## src/rtl/complex_counter_pkg.sv

```systemverilog
// Shared constants, mode encoding and Gray/binary conversion helpers for complex_counter.
// Pure definitions: no latency and no flow control.
package complex_counter_pkg;

    localparam int CC_WIDTH = 3;
    localparam int CC_FN_W  = 32;

    typedef logic [CC_FN_W-1:0] cc_word_t;

    typedef enum logic {
        CC_BINARY = 1'b0,
        CC_GRAY   = 1'b1
    } cc_mode_e;

    // The helpers work on a 32-bit container.
    // Only the low 'width' bits are meaningful, and the rest are cleared.
    function automatic cc_word_t cc_mask(input int width);
        cc_word_t m;
        if (width >= CC_FN_W) begin
            m = '1;
        end else begin
            m = (cc_word_t'(1) << width) - cc_word_t'(1);
        end
        return m;
    endfunction

    function automatic cc_word_t bin2gray(input cc_word_t bin, input int width);
        cc_word_t b;
        b = bin & cc_mask(width);
        return b ^ (b >> 1);
    endfunction

    // Each binary bit is the XOR of its own Gray bit and every Gray bit above it.
    function automatic cc_word_t gray2bin(input cc_word_t gray, input int width);
        cc_word_t g;
        cc_word_t b;
        g = gray & cc_mask(width);
        b = g;
        for (int i = 1; i < CC_FN_W; i++) begin
            b = b ^ (g >> i);
        end
        return b;
    endfunction

endpackage

```

## src/rtl/gray_successor.sv

```systemverilog
// Combinational next-code generator for a WIDTH-bit reflected Gray counter (2 <= WIDTH <= 32).
// Zero latency, no flow control. The all-ones-binary code wraps to zero.
module gray_successor
    import complex_counter_pkg::*;
#(
    parameter int WIDTH = CC_WIDTH
) (
    input  logic [WIDTH-1:0] gray_i,
    output logic [WIDTH-1:0] gray_next_o
);

    cc_word_t bin_w;
    cc_word_t bin_inc_w;
    cc_word_t gray_w;

    // The increment is masked before re-encoding.
    // A carry out of the top bit must not leak into the Gray MSB.
    always_comb begin
        bin_w       = gray2bin(cc_word_t'(gray_i), WIDTH);
        bin_inc_w   = (bin_w + cc_word_t'(1)) & cc_mask(WIDTH);
        gray_w      = bin2gray(bin_inc_w, WIDTH);
        gray_next_o = gray_w[WIDTH-1:0];
    end

endmodule

```

## src/rtl/complex_counter.sv

```systemverilog
// Mode-selectable free-running counter (binary or reflected Gray); registered output, 1-cycle latency.
// No backpressure or enable: it advances on every rising edge while out of reset.
module complex_counter
    import complex_counter_pkg::*;
#(
    parameter int WIDTH = CC_WIDTH
) (
    input  logic             Clk,
    input  logic             nReset,
    input  logic             M,
    output logic [WIDTH-1:0] Count
);

    logic [WIDTH-1:0] count_q;
    logic [WIDTH-1:0] count_d;
    logic [WIDTH-1:0] gray_next;
    cc_mode_e         mode;

    gray_successor #(
        .WIDTH (WIDTH)
    ) u_gray_successor (
        .gray_i      (count_q),
        .gray_next_o (gray_next)
    );

    // The successor is always taken of the present value.
    // No re-encoding happens when the mode changes.
    always_comb begin
        mode    = cc_mode_e'(M);
        count_d = count_q + WIDTH'(1);
        if (mode == CC_GRAY) begin
            count_d = gray_next;
        end
    end

    always_ff @(posedge Clk or negedge nReset) begin
        if (!nReset) begin
            count_q <= '0;
        end else begin
            count_q <= count_d;
        end
    end

    assign Count = count_q;

endmodule

```

## config.mk

```make
export PLATFORM = sky130hd
export DESIGN_NAME = complex_counter
export DESIGN_NICKNAME = d
export VERILOG_FILES = /design/src/rtl/complex_counter_pkg.sv /design/src/rtl/gray_successor.sv /design/src/rtl/complex_counter.sv
export SDC_FILE = /design/constraint.sdc
export NUM_CORES = 1
export LEC_CHECK = 0
export BUFFER_PORTS_ARGS = -buffer_cell sky130_fd_sc_hd__buf_2
export CAP_MARGIN = 15
export CELL_PAD_IN_SITES_DETAIL_PLACEMENT = 2
export CELL_PAD_IN_SITES_GLOBAL_PLACEMENT = 2
export CORE_AREA = 2 2 39 41
export CTS_BUF_LIST = sky130_fd_sc_hd__clkbuf_8
export CTS_CLUSTER_DIAMETER = 100
export DETAILED_ROUTE_END_ITERATION = 8
export DIE_AREA = 0 0 41 43
export GPL_ROUTABILITY_DRIVEN = 0
export PLACE_DENSITY_LB_ADDON = 0.1
export SKIP_LAST_GASP = 1
export SLEW_MARGIN = 30
export SYNTH_ARGS = -nofsm -noshare
export SYNTH_HDL_FRONTEND = slang
export SYNTH_SLANG_ARGS = --single-unit
```

## constraint.sdc

```tcl
create_clock -name Clk -period 1.2 [get_ports Clk]
set_input_delay 0.06 -clock Clk [delete_from_list [all_inputs] [get_ports Clk]]
set_output_delay 0.06 -clock Clk [all_outputs]
set_load 0.05 [all_outputs]
```

=== Yosys cells after proc, flatten, opt, wreduce, memory -nomap -nowiden ===
Index checks and enable logic that the tools add are counted.

* Bitwise operators: 3
* Muxes and demuxes: 1
* Add/sub/neg operators: 2

{| class="wikitable"
|+ Operator list
! kind !! count
|-
| adder 3 x 1 -> 3 bit, second input constant || 2
|-
| XOR 3 x 2 -> 3 bit || 2
|-
| 2-to-1 mux 3 bit || 1
|-
| XOR 3 x 1 -> 3 bit || 1
|}

* Register bits: 3
* Logic and storage cells: 7
* Output and inout bits: 3
* Bits of input ports: 3

=== Longest topological paths before layout ===
Gate-level depths: netlist of run 1.

* Depth in word-level cells: 5
* Depth in mapped cells: 4
* Mapped depth without buffers: 4

=== Hierarchy ===
From an unflattened synthesis of run 1, not the netlist that was laid out.

* Cells, all modules: 16
* Area, all modules: 160.2 sq um

{| class="wikitable"
|+ Modules (own cells, without submodules)
! module !! area an instance (sq um) !! instances !! sequential area each (sq um) !! cells an instance
|-
| complex_counter || 128.9 || 1 || 75.1 || 10
|-
| gray_successor || 31.3 || 1 || 0.0 || 6
|}

=== Worst setup path after synthesis of run 1 ===
No wires, ideal clock.

* Path type: reg2reg
* From: register (tool-made name)
* To: register (tool-made name)
* Setup time: 0.123 ns
* Clock period less this slack: 1.382 ns
* Setup slack: -0.182 ns
* Stages on the path, launching flop included: 4
* Path buffers: 0
* Arrival: 1.260 ns
* Required time: 1.077 ns
* Cells stage by stage: dfrtp_1 > ha_1 > nand2b_4 > o221a_2

==> results of run 1 <==
placed cells by master, fill, tap and decap left out, drive strengths merged:
cell,instances
buf,5
clkbuf,3
a21oi,1
nand3,1
dfrtp,3
xnor2,1
o221a,1
ha,1
nand2,1
mux2i,1
dlygate4sd3,1
o21ai,1
nor2,1
inv,2
nand2b,2
logic make-up after synthesis:
group                    after synthesis  share of synthesized area
AO/OA/AOI/OAI                          3                     0.1297
XOR/XNOR                               1                    0.05344
adder cells (fa/ha/maj)                1                    0.07632
buffers and inverters                  1                    0.02288
flip-flops                             3                     0.4580
multiplexers                           1                    0.06107
AND/OR/NAND/NOR                        5                     0.1984
timing repair:
action	CTS	global route
gates resized for setup	0	0
hold endpoints to repair	3	0
hold buffers	1	0
worst min-delay path by stage:
stage	end	slack, ps	depth (start not counted)
floorplan	Count[0]$_DFF_PN0_	-240	0
global placement	asynchronous set/reset pin	-140	1
detailed placement	asynchronous set/reset pin	-140	1
CTS	flop	120	2
global route	flop	130	2
finish	flop	110	2
final cells by class:
type	count	area [µm²]
Clock buffer	3	41.29
Clock inverter	1	3.754
Fill cell	160	1105
Inverter	1	3.754
Multi-Input combinational cell	11	97.59
Sequential cell	3	77.57
Tap cell	16	20.02
Timing Repair Buffer	6	35.03
per-layer routing:
| layer | vias up | part of all wire | routed length (µm) |
|---|---|---|---|
| li1 | 72 | - | - |
| met1 | 74 | 0.40 | 188 |
| met2 | 4 | 0.54 | 250 |
| met3 | 0 | 0.056 | 26 |
| met4 | 0 | 0 | 0 |
| met5 | - | 0 | 0 |
per-stage QoR:
step	setup WS (ps)	util	hold WS, ps	instance area [µm²]
after global placement	189.5	0.1618	-142.2	224.0
after CTS	180.2	0.2016	115.2	279.0
final	192.8	0.2016	113.3	279.0
after floorplan	25.09	-	-235.6	178.9
after detailed placement	196.1	0.1618	-139.4	224.0
after global routing	155.3	0.2016	134.0	279.0
critical path, cell delays in order, from the launching register on:
cell	delay [ps]
dfrtp_2	420
ha_4	160
nand2b_4	50
o221a_2	270
==> run metrics, run 1 <==
outcome=complete, no violations; count of cell types in the netlist=13; Syn Inst Count=15; Max Freq=992.8 MHz; Initial Util=0.1184; number of flops mapped to enable cells by yosys=0; die width=around 41 µm; grt total ovfl=0; Die ar.=0.001763 mm²; sequential area share after synthesis=0.4580; met2 Usage GRT=0.1031; Fin Setup TNS=0 ps; Worst-Margin Slew=~250 ps; Relative slew margins=0.8344; R2R cell count=3; Worst Setup SP=Count[0]$_DFF_PN0_; synth warn=0; Pins Over Slew Limit=0; largest net degree at the start of global routing=7; Hold Vio Cnt, Final=0; CP Launch Type=flop; Residual DRC=0; Layout area overhead=70.23%; WP data required=1300 ps; Num CTS Buffers=3; clk root buf=clkbuf_8; Avg WL per Cell=approximately 11 µm; I/O pins=6; async set-reset flop share out of synthesis=1.000; cell with the most instances after synthesis=dfrtp_1; via count of the routed design=150; Antenna diodes=0; GR Util met3=0.04712; Primary FF master, synth=dfrtp_1; Placeable Area=roughly 0.0014 mm²; RSZ-0062 raised after global routing=false; Die Height=about 43 µm; crit path DAT=1110 ps; H-tree levels=1; final cell count without fillers=between 40 and 50; TritonCTS clock tree=built; Placed Instances=36; Detailed Place HPWL=353.9 µm; row cnt=14; clk sinks=3; Worst Setup End Kind=flop; final period utilization=0.8393; Worst R2R Setup Slack=190 ps; First-pass DRT Iterations=2; fin nets=30; Worst-Skew Late Latency=around 220 ps; Max-Cap Viols=0; number of DRC markers in iteration 0=2; first-pass GRT wire length=just under 800 µm; mapped cell area=about 160 µm²; Synth area leader=dfrtp_1; clock skew=~3.8 ps; Worst Hold Class=input pin to flop; clk slew on worst S/H paths=30 ps; Max Root-Sink Buffers=2; ratio of cells with drive above 1 in the final layout=0.5200; Reg-to-Reg Start=Count[0]$_DFF_PN0_; vias in the first global route=about 190; crit path max fanout=5; # port buffers=5; setup violators final=0; Final min period=approximately 1000 ps; #FFs+latches synth=3; Final Routed Wirelength=about 470 µm; Synth area leaders=dfrtp_1 46%, nand2b_4 8.4%, ha_1 7.6%; most crowded layer after global routing=met2; initial antenna violation count=0; GRT Util Overall=0.07746; Synth top area share=0.4580; CP Class=flop to flop; number of routed nets with antenna violations=0; met1 Usage GRT=0.07443; Post-Syn Nets=19; average vias per placed instance=roughly 3.7; source of the worst hold timing path=M; post-CTS setup buffer count=0; mean area per synthesized cell=~11 µm²
Power of run 1 is not shown: default switching activity piles up to over one toggle a cycle in this logic, so the estimate is an artifact.
==> run 2: changes to the inputs <==
- clock period: 1.2 -> 0.84 ns (I/O delays scaled with it)
==> run metrics, run 2 (synthesis gave the netlist of run 1 again) <==
outcome=complete, but fails checks; failing checks=setup timing; TritonCTS clock tree=built; maximum VDD drop=between 1 and 1.5 mV; GRT Util Overall=0.08040 (+0.002937); Finished Core Util=0.2486 (+0.04702); Placeable Area=0.001384 mm² (unchanged); WP data required=800 ps (-500 ps); fill count=154 (-3.8%); CP delay by family, top=flip-flops; setup ws final=-145.8 ps (-338.6 ps); crit path DAT=940 ps (-170 ps); die width=41 µm (unchanged); grt total ovfl=0 (unchanged); vias in the first global route=194 (+4.3%); Residual DRC=0 (unchanged); critical-path cell list=buf_4 -> buf_8; Int Pwr=approximately 1000 µW; CP Launch Type=flop; Relative slew margins=0.8341 (about the same); ratio of cells with drive above 1 in the final layout=0.6786 (+0.1586); sequential share of power=0.196; Switching Share=0.4140; Worst path slowest cell=dfrtp_2; multi-input logic area=118.9 µm² (+22%); Final Routed Wirelength=501 µm (+7.7%); Final min period=slightly below 1000 ps; Layout area overhead=109.9%; part of the power in combinational logic=0.568; Avg WL per Cell=11.39 µm (+0.40%); Max Freq=between 1000 and 1500 MHz; largest net degree at the start of global routing=7 (unchanged); most frequent cells in the layout=3 x dfrtp_2, 3 x clkbuf_8, 3 x buf_2; Antenna diodes=0 (unchanged); First-pass DRT Iterations=1 (-1); setup violators final=6 (+6); CP Class=flop to output pin; clock skew=7.084 ps (+3.321 ps); average vias per placed instance=3.591 (-1.8%); Max stage delay on crit path=440 ps (+20 ps); DP Worst Slack=-160.5 ps (-356.6 ps); # port buffers=5 (unchanged); Die Height=43 µm (unchanged); Final Cell Area=344.1 µm² (+23%); Sequential cell area=78.83 µm² (+1.6%); Max-Cap Viols=0 (unchanged); H-tree levels=1 (unchanged); LEAKAGE=roughly 0.00016 µW; initial antenna violation count=0 (unchanged); clk sinks=3 (unchanged); Pins Over Slew Limit=0 (unchanged); Worst-Skew Late Latency=220 ps (about the same); number of DRC markers in iteration 0=0 (-2); clk root buf=clkbuf_8; row cnt=14 (unchanged); Initial Util=0.1184 (unchanged); RSZ-0062 raised after global routing=true; Detailed Place HPWL=328 µm (-7.3%); CP bufs+invs=2 (+2); source of the worst hold timing path=M; Num CTS Buffers=3 (unchanged); Area after DPL=232.7 µm² (+3.9%); I/O pins=6 (unchanged); Hold Vio Cnt, Final=0 (unchanged); first-pass GRT wire length=855 µm (+7.8%); Worst Setup End Kind=output pin; number of routed nets with antenna violations=0 (unchanged); Psw=~730 µW; final period utilization=1.174; clk slew on worst S/H paths=30 ps (about the same); Worst Hold Class=input pin to flop; via count of the routed design=158 (+5.3%); Worst-Margin Slew=250.6 ps (+0.5683 ps); clock network fraction of design power=0.236; Die ar.=0.001763 mm² (unchanged); Pwr per Cell Area=between 5000 and 6000 mW/mm²; Max Root-Sink Buffers=2 (unchanged); crit path max fanout=4 (-1); fin nets=33 (+10%)
==> run 2: changes by cell type in the layout (fill, tap and decap cells not counted) <==
cell,previous run,this run
buf_8,0,1
dfrtp_1,1,0
nand2b_4,1,2
o221a_2,1,0
dfrtp_2,2,3
nand3_1,1,0
nand3_2,0,1
buf_2,5,3
buf_4,0,2
o221a_4,0,1
nand2b_1,1,0
buf_6,0,2
==> run 2: layout make-up <==
class,instances,area share
Sequential cell,3,0.2291
Inverter,1,0.01091
Clock inverter,1,0.01091
Tap cell,16,0.05818
Multi-Input combinational cell,11,0.3455
Timing Repair Buffer,9,0.2255
Clock buffer,3,0.1200
==> run 2: power by group through the flow <==
stage / Combinational (µW) / Clock, µW / Sequential (µW)
5_1_grt: 1080 / 446 / 361
3_3_place_gp: 735 / 0 / 357
3_5_place_dp: 735 / 0 / 352
4_1_cts: 897 / 435 / 350
2_1_floorplan: 281 / 0 / 597
6_report: 998 / 414 / 345
==> run 2: worst paths after layout <==
kind | to | slack (ps) | cells after the start
worst max-delay path | Count[1] | -150 | 2
worst min-delay path | flop | 110 | 2
worst max register to register | flop | -140 | 3
worst min register to register | Count[0]$_DFF_PN0_ | 580 | 1
max in group asynchronous | Count[0]$_DFF_PN0_ | 550 | 2
min in group asynchronous | asynchronous set/reset pin | 160 | 2
==> run 2: through the flow <==
stage	total power, µW	setup TNS [ps]	std cells	hold WS (ps)
3_5_place_dp	1086	-320.0	37	-157.5
3_3_place_gp	1092	-345.8	37	-156.3
5_1_grt	1887	-855.0	44	137.1
6_report	1757	-604.4	44	112.8
4_1_cts	1682	-651.2	43	75.40
2_1_floorplan	878.5	-612.6	15	-253.6
==> run 2: repair_timing <==
action                                 in CTS  in global routing
gates resized for setup                     5                  5
hold buffers                                1                  0
pin swaps                                   2                  0
setup buffers                               1                  1
setup endpoints to repair                   6                  6
endpoints found under the hold margin       3                  0
==> run 2: worst reg2reg max path, delay by kind of cell (launching register included) <==
family	cells	cell delay (ps)
flops	1	410
fa+ha+maj	1	160
compound gates	1	250
simple gates	1	60
==> run 2: layer usage <==
layer  vias to the layer above  global-route usage  share of wire
met4                         0             0.06000              0
met1                        75             0.08065           0.34
met2                         6              0.1156           0.58
met5                         -                   0              0
met3                         0             0.04712          0.078
li1                         77                   -              -
(Power assumes the default switching activity.)
==> run 3: changes to the inputs <==
- SETUP_SLACK_MARGIN: unset -> 0.2
- clock period: 0.84 -> 0.86 ns (I/O delays scaled with it)
==> run metrics, run 3 (synthesis gave the netlist of run 1 again) <==
CP Launch Type=flop; setup ws final=-123.9 ps (+21.88 ps); Relative slew margins=0.8358 (+0.001715); most frequent cells in the layout=3 x dfrtp_2, 3 x clkbuf_8, 3 x buf_2; Residual DRC=0 (unchanged); fill count=154 (unchanged); crit path max fanout=3 (-1); Worst Hold Class=input pin to flop; average vias per placed instance=3.523 (-1.9%); CP Class=flop to flop; Final min period=983.9 ps; Pins Over Slew Limit=0 (unchanged); clk sinks=3 (unchanged); Num CTS Buffers=3 (unchanged); Placed Instances=38 (+2.7%); grt total ovfl=0 (unchanged); largest net degree at the start of global routing=7 (unchanged); Layout area overhead=116.8%; Hold Vio Cnt, Final=0 (unchanged); WP data required=950 ps (+150 ps); GRT Util Overall=0.07437 (-0.006030); number of routed nets with antenna violations=0 (unchanged); vias in the first global route=193 (-0.52%); outcome=complete, but fails checks; # port buffers=5 (unchanged); H-tree levels=1 (unchanged); TritonCTS clock tree=built; Die ar.=0.001763 mm² (unchanged); First-pass DRT Iterations=2 (+1); Sequential cell area=78.83 µm² (unchanged); Worst-Margin Slew=248.0 ps (-2.591 ps); multi-input logic area=122.6 µm² (+3.2%); Max-Cap Viols=0 (unchanged); initial antenna violation count=0 (unchanged); RSZ-0062 raised after global routing=true; fin nets=33 (unchanged); crit path DAT=1080 ps (+140 ps); Max Freq=between 1000 and 1500 MHz; Avg WL per Cell=9.955 µm (-13%); clk slew on worst S/H paths=30 ps (about the same); Initial Util=0.1184 (unchanged); Die Height=43 µm (unchanged); WHS=78.45 ps (-34.33 ps); final period utilization=1.144; die width=41 µm (unchanged); failing checks=setup timing; I/O pins=6 (unchanged); setup violators final=6 (unchanged); ratio of cells with drive above 1 in the final layout=0.7143 (+0.03571); Final Routed Wirelength=438 µm (-13%); Area after DPL=240.2 µm² (+3.2%); number of DRC markers in iteration 0=1 (+1); Worst Setup End Kind=flop; Worst-Skew Late Latency=210 ps (about the same); final cell count without fillers=44 (unchanged); clock skew=2.829 ps (-4.255 ps); row cnt=14 (unchanged); via count of the routed design=155 (-1.9%); Placeable Area=0.001384 mm² (unchanged); Max Root-Sink Buffers=2 (unchanged); Antenna diodes=0 (unchanged); clk root buf=clkbuf_8; Final Cell Area=355.3 µm² (+3.3%); first-pass GRT wire length=793 µm (-7.3%); Fin Setup TNS=-491.9 ps (+112.4 ps)
[run 3: layer usage]
layer,routed length [µm],share of wire,GRT usage
met1,191,0.44,0.07419
met5,0,0,0
met3,17,0.039,0.04712
met2,229,0.52,0.1031
met4,0,0,0.06000
[run 3: path summary, 6_finish.rpt]
check                                    from                          to  slack (ps)  cells past startpoint
setup / recovery           Count[0]$_DFF_PN0_                        flop        -120                      2
hold / removal                              M          Count[0]$_DFF_PN0_          80                      2
setup reg to reg           Count[0]$_DFF_PN0_                        flop        -120                      2
hold reg to reg                          flop          Count[0]$_DFF_PN0_         600                      3
max in group asynchronous              nReset  asynchronous set/reset pin         590                      2
min in group asynchronous              nReset          Count[0]$_DFF_PN0_         150                      2
[run 3: final cells by class]
type | instances | share of cell area
Inverter | 1 | 0.01056
Clock buffer | 3 | 0.1162
Tap cell | 16 | 0.05634
Timing Repair Buffer | 9 | 0.2394
Multi-Input combinational cell | 11 | 0.3451
Clock inverter | 1 | 0.01056
Sequential cell | 3 | 0.2218
[run 3: what timing repair did]
| action | in CTS | in global routing |
|---|---|---|
| hold buffers | 1 | 0 |
| setup buffers | 0 | 1 |
| endpoints found under the setup margin | 6 | 6 |
| hold endpoints to repair | 3 | 0 |
| pin swaps | 1 | 1 |
| gates resized for setup | 10 | 3 |
[run 3: worst max-delay path, cell delays in order (launching register included)]
cell,delay (ps)
dfrtp_2,420
nand2b_1,190
o221a_4,250
[run 3: through the flow]
stage                       util  setup WS (ps)
after floorplan                -         -297.7
after global placement    0.1736         -121.8
after detailed placement  0.1736         -118.1
after CTS                 0.2387         -116.3
after global routing      0.2568         -144.0
final                     0.2568         -123.9
Power of run 3 is left out for the same reason.
